`config.mk`:
```
export PLATFORM = sky130hd
export DESIGN_NAME = id_ex_pipe_reg
export DESIGN_NICKNAME = d
export VERILOG_FILES = /design/src/rtl/mips_pkg.sv /design/src/rtl/hazard_detect_unit.sv /design/src/rtl/id_ex_pipe_reg.sv
export SDC_FILE = /design/constraint.sdc
export NUM_CORES = 1
export LEC_CHECK = 0
export ABC_AREA = 1
export CAP_MARGIN = 20
export CORE_MARGIN = 2
export CORE_UTILIZATION = 46
export CTS_CLUSTER_SIZE = 25
export DETAILED_ROUTE_END_ITERATION = 10
export GPL_ROUTABILITY_DRIVEN = 0
export GPL_TIMING_DRIVEN = 0
export PLACE_DENSITY = 0.95
export RECOVER_POWER = 100
export SLEW_MARGIN = 5
export SYNTH_ARGS = -nofsm -noshare
export SYNTH_HDL_FRONTEND = slang
export SYNTH_HIERARCHICAL = 1
export SYNTH_SLANG_ARGS = --single-unit
```
`constraint.sdc`:
```
create_clock -name clk -period 14.43 [get_ports clk]
set_input_delay 1.443 -clock clk [delete_from_list [all_inputs] [get_ports clk]]
set_output_delay 1.443 -clock clk [all_outputs]
set_load 0.02 [all_outputs]
```
`src/rtl/mips_pkg.sv`:
```
// mips_pkg: shared opcode/aluop encodings and the ID/EX control bundle
package mips_pkg;

  localparam logic [5:0] OP_RTYPE = 6'h00;
  localparam logic [5:0] OP_LW    = 6'h23;
  localparam logic [5:0] OP_SW    = 6'h2b;
  localparam logic [5:0] OP_BEQ   = 6'h04;
  localparam logic [5:0] OP_ADDI  = 6'h08;

  localparam logic [1:0] ALUOP_ADD   = 2'b00;
  localparam logic [1:0] ALUOP_SUB   = 2'b01;
  localparam logic [1:0] ALUOP_FUNCT = 2'b10;

  typedef struct packed {
    logic [1:0] aluop;
    logic       regdst;
    logic       alusrc;
    logic       memtoreg;
    logic       regwrite;
    logic       memread;
    logic       memwrite;
    logic       branch;
  } ctrl_t;

  localparam ctrl_t CTRL_BUBBLE = '0;

endpackage

```
`src/rtl/hazard_detect_unit.sv`:
```
// hazard_detect_unit: flags a load in EX whose destination is read by the ID instruction
module hazard_detect_unit #(
  parameter int RA_W = 5
) (
  input  logic            ex_valid,
  input  logic            ex_memread,
  input  logic [RA_W-1:0] ex_rt,
  input  logic            id_valid,
  input  logic [RA_W-1:0] id_rs,
  input  logic [RA_W-1:0] id_rt,
  output logic            hazard
);

  // $0 is never a real dependency, so a load targeting it cannot stall
  assign hazard = ex_valid & ex_memread & (ex_rt != '0) & id_valid &
                  ((ex_rt == id_rs) | (ex_rt == id_rt));

endmodule

```
`src/rtl/id_ex_pipe_reg.sv`:
```
// id_ex_pipe_reg: ID/EX register with load-use bubble insertion, flush squash and perf counters
module id_ex_pipe_reg
  import mips_pkg::*;
#(
  parameter int DATA_W = 32,
  parameter int RA_W   = 5,
  parameter int CNT_W  = 16
) (
  input  logic              clk,
  input  logic              reset,
  input  logic              id_valid,
  input  logic [1:0]        id_aluop,
  input  logic              id_regdst,
  input  logic              id_alusrc,
  input  logic              id_memtoreg,
  input  logic              id_regwrite,
  input  logic              id_memread,
  input  logic              id_memwrite,
  input  logic              id_branch,
  input  logic [DATA_W-1:0] id_pc4,
  input  logic [DATA_W-1:0] id_rs_data,
  input  logic [DATA_W-1:0] id_rt_data,
  input  logic [DATA_W-1:0] id_imm,
  input  logic [RA_W-1:0]   id_rs,
  input  logic [RA_W-1:0]   id_rt,
  input  logic [RA_W-1:0]   id_rd,
  input  logic [5:0]        id_funct,
  input  logic              hold,
  input  logic              flush,
  output logic              ex_valid,
  output logic [1:0]        ex_aluop,
  output logic              ex_regdst,
  output logic              ex_alusrc,
  output logic              ex_memtoreg,
  output logic              ex_regwrite,
  output logic              ex_memread,
  output logic              ex_memwrite,
  output logic              ex_branch,
  output logic [DATA_W-1:0] ex_pc4,
  output logic [DATA_W-1:0] ex_rs_data,
  output logic [DATA_W-1:0] ex_rt_data,
  output logic [DATA_W-1:0] ex_imm,
  output logic [RA_W-1:0]   ex_rs,
  output logic [RA_W-1:0]   ex_rt,
  output logic [RA_W-1:0]   ex_rd,
  output logic [5:0]        ex_funct,
  output logic              pc_write,
  output logic              ifid_write,
  output logic [CNT_W-1:0]  stall_cnt,
  output logic [CNT_W-1:0]  flush_cnt
);

  ctrl_t id_ctrl, ex_ctrl;
  logic  hazard, advance, bubble, stall_ev, flush_ev;

  hazard_detect_unit #(.RA_W(RA_W)) u_hdu (
    .ex_valid   (ex_valid),
    .ex_memread (ex_ctrl.memread),
    .ex_rt      (ex_rt),
    .id_valid   (id_valid),
    .id_rs      (id_rs),
    .id_rt      (id_rt),
    .hazard     (hazard)
  );

  assign id_ctrl = '{aluop: id_aluop, regdst: id_regdst, alusrc: id_alusrc,
                     memtoreg: id_memtoreg, regwrite: id_regwrite, memread: id_memread,
                     memwrite: id_memwrite, branch: id_branch};

  // flush outranks hold (wrong-path work must leave EX); hold outranks the hazard
  assign advance  = flush | ~hold;
  assign bubble   = flush | hazard | ~id_valid;
  assign stall_ev = ~flush & ~hold & hazard;
  assign flush_ev = flush & id_valid;

  // PC and IF/ID freeze together on hold or a live hazard; a flush always lets fetch redirect
  always_comb begin
    pc_write   = flush | (~hold & ~hazard);
    ifid_write = flush | (~hold & ~hazard);
  end

  // ID->EX register bank; data fields follow ID even on bubbles since ex_valid masks them
  always_ff @(posedge clk or posedge reset) begin
    if (reset) begin
      ex_valid   <= 1'b0;
      ex_ctrl    <= CTRL_BUBBLE;
      ex_pc4     <= '0;
      ex_rs_data <= '0;
      ex_rt_data <= '0;
      ex_imm     <= '0;
      ex_rs      <= '0;
      ex_rt      <= '0;
      ex_rd      <= '0;
      ex_funct   <= '0;
    end else if (advance) begin
      ex_valid   <= ~bubble;
      ex_ctrl    <= bubble ? CTRL_BUBBLE : id_ctrl;
      ex_pc4     <= id_pc4;
      ex_rs_data <= id_rs_data;
      ex_rt_data <= id_rt_data;
      ex_imm     <= id_imm;
      ex_rs      <= id_rs;
      ex_rt      <= id_rt;
      ex_rd      <= id_rd;
      ex_funct   <= id_funct;
    end
  end

  // saturating event counters: stick at all-ones instead of wrapping
  always_ff @(posedge clk or posedge reset) begin
    if (reset) begin
      stall_cnt <= '0;
      flush_cnt <= '0;
    end else begin
      if (stall_ev && stall_cnt != '1) stall_cnt <= stall_cnt + 1'b1;
      if (flush_ev && flush_cnt != '1) flush_cnt <= flush_cnt + 1'b1;
    end
  end

  assign ex_aluop    = ex_ctrl.aluop;
  assign ex_regdst   = ex_ctrl.regdst;
  assign ex_alusrc   = ex_ctrl.alusrc;
  assign ex_memtoreg = ex_ctrl.memtoreg;
  assign ex_regwrite = ex_ctrl.regwrite;
  assign ex_memread  = ex_ctrl.memread;
  assign ex_memwrite = ex_ctrl.memwrite;
  assign ex_branch   = ex_ctrl.branch;

endmodule

```
==> metrics.cfg <==
[run_status]
violations=capacitance limit, slew limit
status=complete, but fails checks

[clocking]
postCtsSetupRepairBufs=0
ctsResizeCount=0
hold_buffers=0
cts_buffer_depth=2
cts-root-buf=clkbuf_16
path_clk_slew_ns=0.07
clock-sinks=191
cts-buffers-inserted=17
cts.htree.levels=4
cts_tree=built
clkLatencyLatePin_ns=0.43

[die]
core_um2=17400
initial_core_util=0.474
die_area_um2=19000
dieHeight_um=138
ioPinCount=356
die_w_um=138
rows=48

[sta]
tns_ns=0
setup_slack_ns=9.29
fmax_mhz=195
hold_viol=0
fin_worst_skew_ns=0.0128
layout_worst_path_cycle_share=0.356
worst_pin_slew_ns=3.87
rsz0062_at_grt=no
setup_violations=0
report.final.slew_viol_count=85
period_needed_ns=5.14
whs_ns=0.501
maxSlewHeadroom=-1.59

[setup_path]
ff2ff_setup_slack_ns=12.00
required_ns=12.99
setup.worst_path.end=pc_write
cp_slowest_stage_delay_ns=0.64
startpoint=id_rt[4]
critPathKind=input pin to primary output
rr_startpoint=ex_rt[1]$_DFFE_PP0P_
critPathMaxFanout=3
critical_path.endpoint_type=primary output
slowest_stage=dlygate4sd3_1
r2r_end=stall_cnt[6]$_DFFE_PP0P_
path_cells=dlygate4sd3_1 > inv_1 > nand2_1 > nand2_1 > nor2_1 > nand3_1 > a21oi_1 > o21ai_0 > buf_4 > dlygate4sd3_1
r2r_cells=10
startpoint_type=input pin
arrival_ns=3.70

[grt]
grt_pass1_vias=7329
grt_pass1_wl_mm=38.2
track_usage=0.267
grt_antenna_before_repair=1
grt_max_degree=108
grt_overflow=0

[pwr]
ir_drop_mv=0.0924
power_density_nw_per_um2=108
p_leak_nw=5.56
power.total_mw=1.36

[finish]
syn2layout_area_growth_pct=52.8
nets=1253
drive_gt1_frac=0.191
final.fill_count=1185
fin_area_um2=12600

[yosys]
synthesis.nets=878
yosys_warnings=6
yosysSeqAreaShare=0.579
synthesis.area_um2=8250
ys_seq_elements=191
synth_cell_types=26
avgSynthCellArea_um2=11.6
synthCells=713

[placement]
pre_cts_slack_ns=9.56
port_buffers=355
dp_hpwl_mm=19.2
post_dp_cell_area_um2=12100

[drt]
drtIter0Drc=331
num_vias=6782
drt_wl_total_mm=25.1
routed_via_density=5.11
drcViolationCount=0
wl_per_cell_um=18.9
ant_nets=0
firstDrtPassIters=5

[run]
maxCapViolCount=1

[worst_hold_path]
hold_class=flip-flop to flip-flop

==> cells by family after synthesis <==
group,synth area share
simple gates,0.140
compound gates,0.0188
mux,0.203
fa+ha+maj,0.00303
buf+inv,0.0440
xor+xnor,0.0117
flops,0.579
==> synth_stat cells <==
master | number | area, µm²
xnor2_1 | 8 | 70.1
buf_4 | 12 | 90.1
o21ai_0 | 16 | 80.1
nor2_2 | 5 | 31.3
nor2_1 | 45 | 169
dfrtp_1 | 191 | 4780
buf_6 | 3 | 33.8
nand3b_1 | 6 | 45.0
nor2_4 | 5 | 56.3
o21ai_2 | 7 | 61.3
mux2_2 | 149 | 1680
inv_2 | 4 | 15.0
inv_1 | 51 | 191
ha_1 | 2 | 25.0
buf_2 | 5 | 25.0
xor2_1 | 3 | 26.3
nand3_1 | 27 | 135
nand2_4 | 1 | 11.3
nand4_1 | 11 | 68.8
nand3_2 | 1 | 10.0
nand2_2 | 11 | 68.8
o21ai_1 | 1 | 5.00
nand2_1 | 145 | 544
nand4_2 | 1 | 12.5
clkbuf_1 | 2 | 7.51
a21oi_2 | 1 | 8.76
==> registers in the layout, indices dropped and copies added (netlist names), 2 cells and up <==
name,flops
ex_imm,32
ex_aluop,2
ex_rs_data,32
ex_rt_data,32
ex_rd,5
ex_funct,6
ex_rs,5
ex_rt,5
flush_cnt,16
stall_cnt,16
ex_pc4,32
==> per-layer routing <==
metal / vias up / share of wire / GRT usage / wire length [µm]
met3: 64 / 0.094 / 0.105 / 2370
met2: 295 / 0.51 / 0.457 / 12900
met5: - / 0 / 0 / 0
met1: 3333 / 0.35 / 0.295 / 8870
li1: 3090 / - / - / -
met4: 0 / 0.038 / 0.115 / 952
==> worst max-delay path, delay by kind of cell <==
family          cells  cell delay, ns
compound gates      2            0.49
buf+inv             4            1.45
simple gates        4            0.31
==> cell usage in the layout, fill, tap and decap left out, types with 11 or more instances in the layout <==
cell and count:
dlygate4sd3_1 197, dfrtp_1 191, clkdlybuf4s50_1 158, mux2_2 148, nand2_1 147, inv_1 50, nor2_1 48, nand3_1 27
clkbuf_1 21, o21ai_0 19, clkbuf_16 17, nand4_1 11
==> final cells by class <==
cell class | instances | area, µm² | area share
Tap cell | 225 | 282 | 0.0223
Sequential cell | 191 | 4780 | 0.379
Multi-Input combinational cell | 445 | 3070 | 0.244
Inverter | 55 | 208 | 0.0165
Clock buffer | 22 | 484 | 0.0384
Clock inverter | 10 | 100 | 0.00794
Antenna cell | 1 | 2.50 | 0.000199
Timing Repair Buffer | 356 | 3580 | 0.284
Buffer | 22 | 90.1 | 0.00715
==> how the worst min path moves through the flow <==
stage                               start                    endpoint  slack (ns)  cells past startpoint
6_report           ex_imm[20]$_DFFE_PP0P_      ex_imm[20]$_DFFE_PP0P_        0.50                      1
2_1_floorplan   stall_cnt[14]$_DFFE_PP0P_   stall_cnt[14]$_DFFE_PP0P_        0.60                      2
3_5_place_dp        ex_imm[2]$_DFFE_PP0P_       ex_imm[2]$_DFFE_PP0P_        0.49                      1
3_3_place_gp    ex_rs_data[5]$_DFFE_PP0P_   ex_rs_data[5]$_DFFE_PP0P_        0.49                      1
5_1_grt             ex_imm[1]$_DFFE_PP0P_       ex_imm[1]$_DFFE_PP0P_        0.52                      1
4_1_cts        ex_rt_data[14]$_DFFE_PP0P_  ex_rt_data[14]$_DFFE_PP0P_        0.51                      1
==> through the flow <==
step            util  std cells
2_1_floorplan      -        713
3_3_place_gp   0.694       1293
3_5_place_dp   0.696       1294
4_1_cts        0.729       1326
5_1_grt        0.723       1327
6_report       0.723       1327
==> report_power, final <==
group          switching [mW]  internal [mW]
clock                   0.210          0.259
sequential             0.0306          0.578
combinational           0.138          0.140
total                   0.379          0.977
No activity file was read; power rests on OpenSTA's default activity.
==> RTL change 1: new RTL, same flow settings <==
Change the parameter `DATA_W` from 32 to 48.
--- a/src/rtl/id_ex_pipe_reg.sv
+++ b/src/rtl/id_ex_pipe_reg.sv
@@ -3,5 +3,5 @@
   import mips_pkg::*;
 #(
-  parameter int DATA_W = 32,
+  parameter int DATA_W = 48,
   parameter int RA_W   = 5,
   parameter int CNT_W  = 16
Ports: changed (8 resized); port bits go from 356 to 484. The function was not compared with the original's and may differ.
==> RTL change 1 against the unedited design <==
- the run still ends with max-capacitance violations, max-slew violations left
- via count up 27%
- final area increased by 32%
- count of clock-buffer cells in the layout is 15 higher
- clock power rose by 63%
- sequential cell count increased by 64
- fmax decreased by 29%
- power rose by 44%
- synthesized cell count grew 19%
- worst setup slack worse by 2.1 ns
- wire length up 46%
- register-to-register slack improved by 0.25 ns
- synthesized area grew 28%
- critical path type is now input pin to asynchronous set/reset pin
- largest power group unchanged
==> RTL change 1: results <==
export IMPL_wl_met1_um=12600
export IMPL_cts_htree_levels=1
export IMPL_p_comb_w=0.000377
export IMPL_worstPathArrival_ns=6.89
export IMPL_pre_cts_slack_ns=9.49
export IMPL_drive_gt1_frac=0.196
export IMPL_crit_family="buffers and inverters"
export IMPL_grt_pass1_wl_um=54200
export IMPL_grtUsageMet2=0.519
export IMPL_maxCapViolations=2
export IMPL_seq_power_w=0.000814
export IMPL_antenna_found_initial=9
export IMPL_fillerInstances=1422
export IMPL_grt_max_degree=114
export IMPL_synthXorXnorAreaFrac=0.00663
export IMPL_syn_inst=849
export IMPL_instances_no_fill=1681
export IMPL_power_leakage_nw=7.29
export IMPL_grt_pass1_vias=9313
export IMPL_top_layer="met4"
export IMPL_cpPeakStageDelay_ns=3.15
export IMPL_place_inst=1619
export IMPL_slew_headroom=-1.91
export IMPL_failed_checks="max-capacitance violations, max-slew violations"
export IMPL_ys_types=24
export IMPL_synth_compound_area_frac=0.0127
export IMPL_wl_met2_um=18900
export IMPL_peakVddDrop_mv=0.110
export IMPL_cts_buffers=28
export IMPL_slowest_stage="clkbuf_1"
export IMPL_clockBufferDepth=3
export IMPL_syn_nets=1078
export IMPL_synth_seq_area_share=0.604
export IMPL_met3WireLength_um=3150
export IMPL_muxShareOfSynthArea=0.227
export IMPL_fin_util=0.739
export IMPL_vias_per_cell=5.11
export IMPL_placed_area_mm2=0.0158
export IMPL_synthAdderAreaFrac=0.00237
export IMPL_first_iter_violations=418
export IMPL_met1_usage=0.319
export IMPL_power_switching_w=0.000528
export IMPL_synthTopCellsByArea="dfrtp_1 (60%), mux2_2 (23%), nand2_1 (5.4%)"
export IMPL_swShare=0.270
export IMPL_cp_max_fo=81
export IMPL_clock_latency_ns=0.54
export IMPL_wl_per_cell_um=21.9
export IMPL_place_hpwl_um=28000
export IMPL_fin_worst_skew_ns=0.00914
export IMPL_track_usage=0.296
export IMPL_status="finished with violations"
export IMPL_maxSlewViolCount=145
export IMPL_portBuffers=483
export IMPL_ys_top_cells_by_count="dfrtp_1 (255), mux2_2 (213), nand2_1 (152), inv_1 (57), nor2_1 (48)"
## RTL change 1: final cells by class
type,count,area share
Sequential cell,255,0.382
Timing Repair Buffer,485,0.292
Multi-Input combinational cell,506,0.223
Clock buffer,37,0.0482
Tap cell,285,0.0214
Inverter,59,0.0133
Clock inverter,15,0.0117
Buffer,29,0.00742
Antenna cell,10,0.00150
## RTL change 1: final timing paths
path / cells past startpoint / slack, ns / endpoint / from
setup / recovery: 3 / 7.16 / ex_imm[13]$_DFFE_PP0P_ / reset
hold / removal: 1 / 0.50 / ex_pc4[11]$_DFFE_PP0P_ / ex_pc4[11]$_DFFE_PP0P_
setup reg to reg: 11 / 12.25 / stall_cnt[13]$_DFFE_PP0P_ / ex_rt[2]$_DFFE_PP0P_
hold reg to reg: 1 / 0.50 / ex_pc4[11]$_DFFE_PP0P_ / ex_pc4[11]$_DFFE_PP0P_
max in group clk: 10 / 9.22 / pc_write / id_rs[2]
min in group asynchronous: 2 / 2.19 / ex_imm[27]$_DFFE_PP0P_ / reset
==> RTL change 2: new RTL, config.mk and constraints unchanged <==
Without the edit above. Put one more register stage on the output `flush_cnt`, cleared by the reset. The value now appears one clock later. The other outputs are not delayed to match.
--- a/src/rtl/id_ex_pipe_reg.sv
+++ b/src/rtl/id_ex_pipe_reg.sv
@@ -50,4 +50,6 @@
   output logic [CNT_W-1:0]  flush_cnt
 );
+
+  logic [CNT_W-1:0] flush_cnt_s0;
 
   ctrl_t id_ctrl, ex_ctrl;
@@ -111,8 +113,8 @@
     if (reset) begin
       stall_cnt <= '0;
-      flush_cnt <= '0;
+      flush_cnt_s0 <= '0;
     end else begin
       if (stall_ev && stall_cnt != '1) stall_cnt <= stall_cnt + 1'b1;
-      if (flush_ev && flush_cnt != '1) flush_cnt <= flush_cnt + 1'b1;
+      if (flush_ev && flush_cnt_s0 != '1) flush_cnt_s0 <= flush_cnt_s0 + 1'b1;
     end
   end
@@ -127,4 +129,12 @@
   assign ex_branch   = ex_ctrl.branch;
 
+  always_ff @(posedge clk or posedge reset) begin
+    if (reset) begin
+      flush_cnt <= '0;
+    end else begin
+      flush_cnt <= flush_cnt_s0;
+    end
+  end
+
 endmodule
 
Formal check against the unedited RTL: not equivalent (Yosys sat finds a counterexample within 4 cycles, from zero or initial values and one cycle with reset high).
==> RTL change 2 against the unedited design <==
- the run still ends with max-capacitance violations, max-slew violations left
- final area grew 4.0%
- sequential share of layout area grew 1.6 points
- wire length grew 7.2%
- worst setup slack gained 0.029 ns
- critical endpoint unchanged
- power grew 12%
- largest power group unchanged
- sequential cell count grew 16
- non-clock buffer count shrank 2
- synthesized area grew 3.7%
==> RTL change 2: results <==
export IMPL_place_hpwl_um=20200
export IMPL_clockBufferDepth=3
export IMPL_seqCellArea_mm2=0.00518
export IMPL_maxSlewViolCount=87
export IMPL_cts_buffers=22
export IMPL_met1_usage=0.277
export IMPL_r2r_start="ex_rt[4]$_DFFE_PP0P_"
export IMPL_multi_input_area_share=0.229
export IMPL_status="finished with violations"
export IMPL_grt_pass1_wl_um=41200
export IMPL_syn_nets=872
export IMPL_wl_met2_um=14100
export IMPL_non_clock_inverter_count=48
export IMPL_maxCapViolations=1
export IMPL_peakVddDrop_mv=0.0974
export IMPL_cp_max_fo=4
export IMPL_fillerInstances=1192
export IMPL_n_antenna_cell=7
export IMPL_instances_no_fill=1339
export IMPL_power_switching_w=0.000387
export IMPL_track_usage=0.271
export IMPL_reg2reg_depth=7
export IMPL_clk_share=0.0598
export IMPL_ys_top_cells_by_count="dfrtp_1 (207), nand2_1 (149), mux2_1 (103), inv_1 (47), mux2_2 (46)"
export IMPL_multi_input_area_mm2=0.00300
export IMPL_failed_checks="max-capacitance violations, max-slew violations"
export IMPL_worstPathArrival_ns=3.67
export IMPL_grtUsageMet2=0.500
export IMPL_grt_pass1_vias=7434
## RTL change 2: changes by cell type after synthesis, moves of 5 or more
cell / unedited run / this run
mux2_2: 149 / 46
nor2_1: 45 / 40
mux2_1: 0 / 103
buf_4: 12 / 2
buf_6: 3 / 12
dfrtp_1: 191 / 207
nand2_2: 11 / 3
## RTL change 2: power groups by stage
stage / registers, W / logic [W] / clock network [W]
3_5_place_dp: 0.000667 / 0.000275 / 0
5_1_grt: 0.000661 / 0.000273 / 0.000636
2_1_floorplan: 0.000714 / 0.0000679 / 0
3_3_place_gp: 0.000663 / 0.000266 / 0
4_1_cts: 0.000658 / 0.000278 / 0.000614
6_report: 0.000657 / 0.000257 / 0.000603
## RTL change 2: kinds of logic (layout without fill, tap and decap cells)
group,after synthesis,after routing,synth area share
and+or+nand+nor,246,246,0.126
DFF,207,207,0.606
muxes,149,149,0.196
buffers and inverters,68,464,0.0418
AOI/OAI and AO/OA,23,23,0.0152
xor gates and xnor gates,12,12,0.0123
adders and majority gates,2,2,0.00293
other,0,7,0
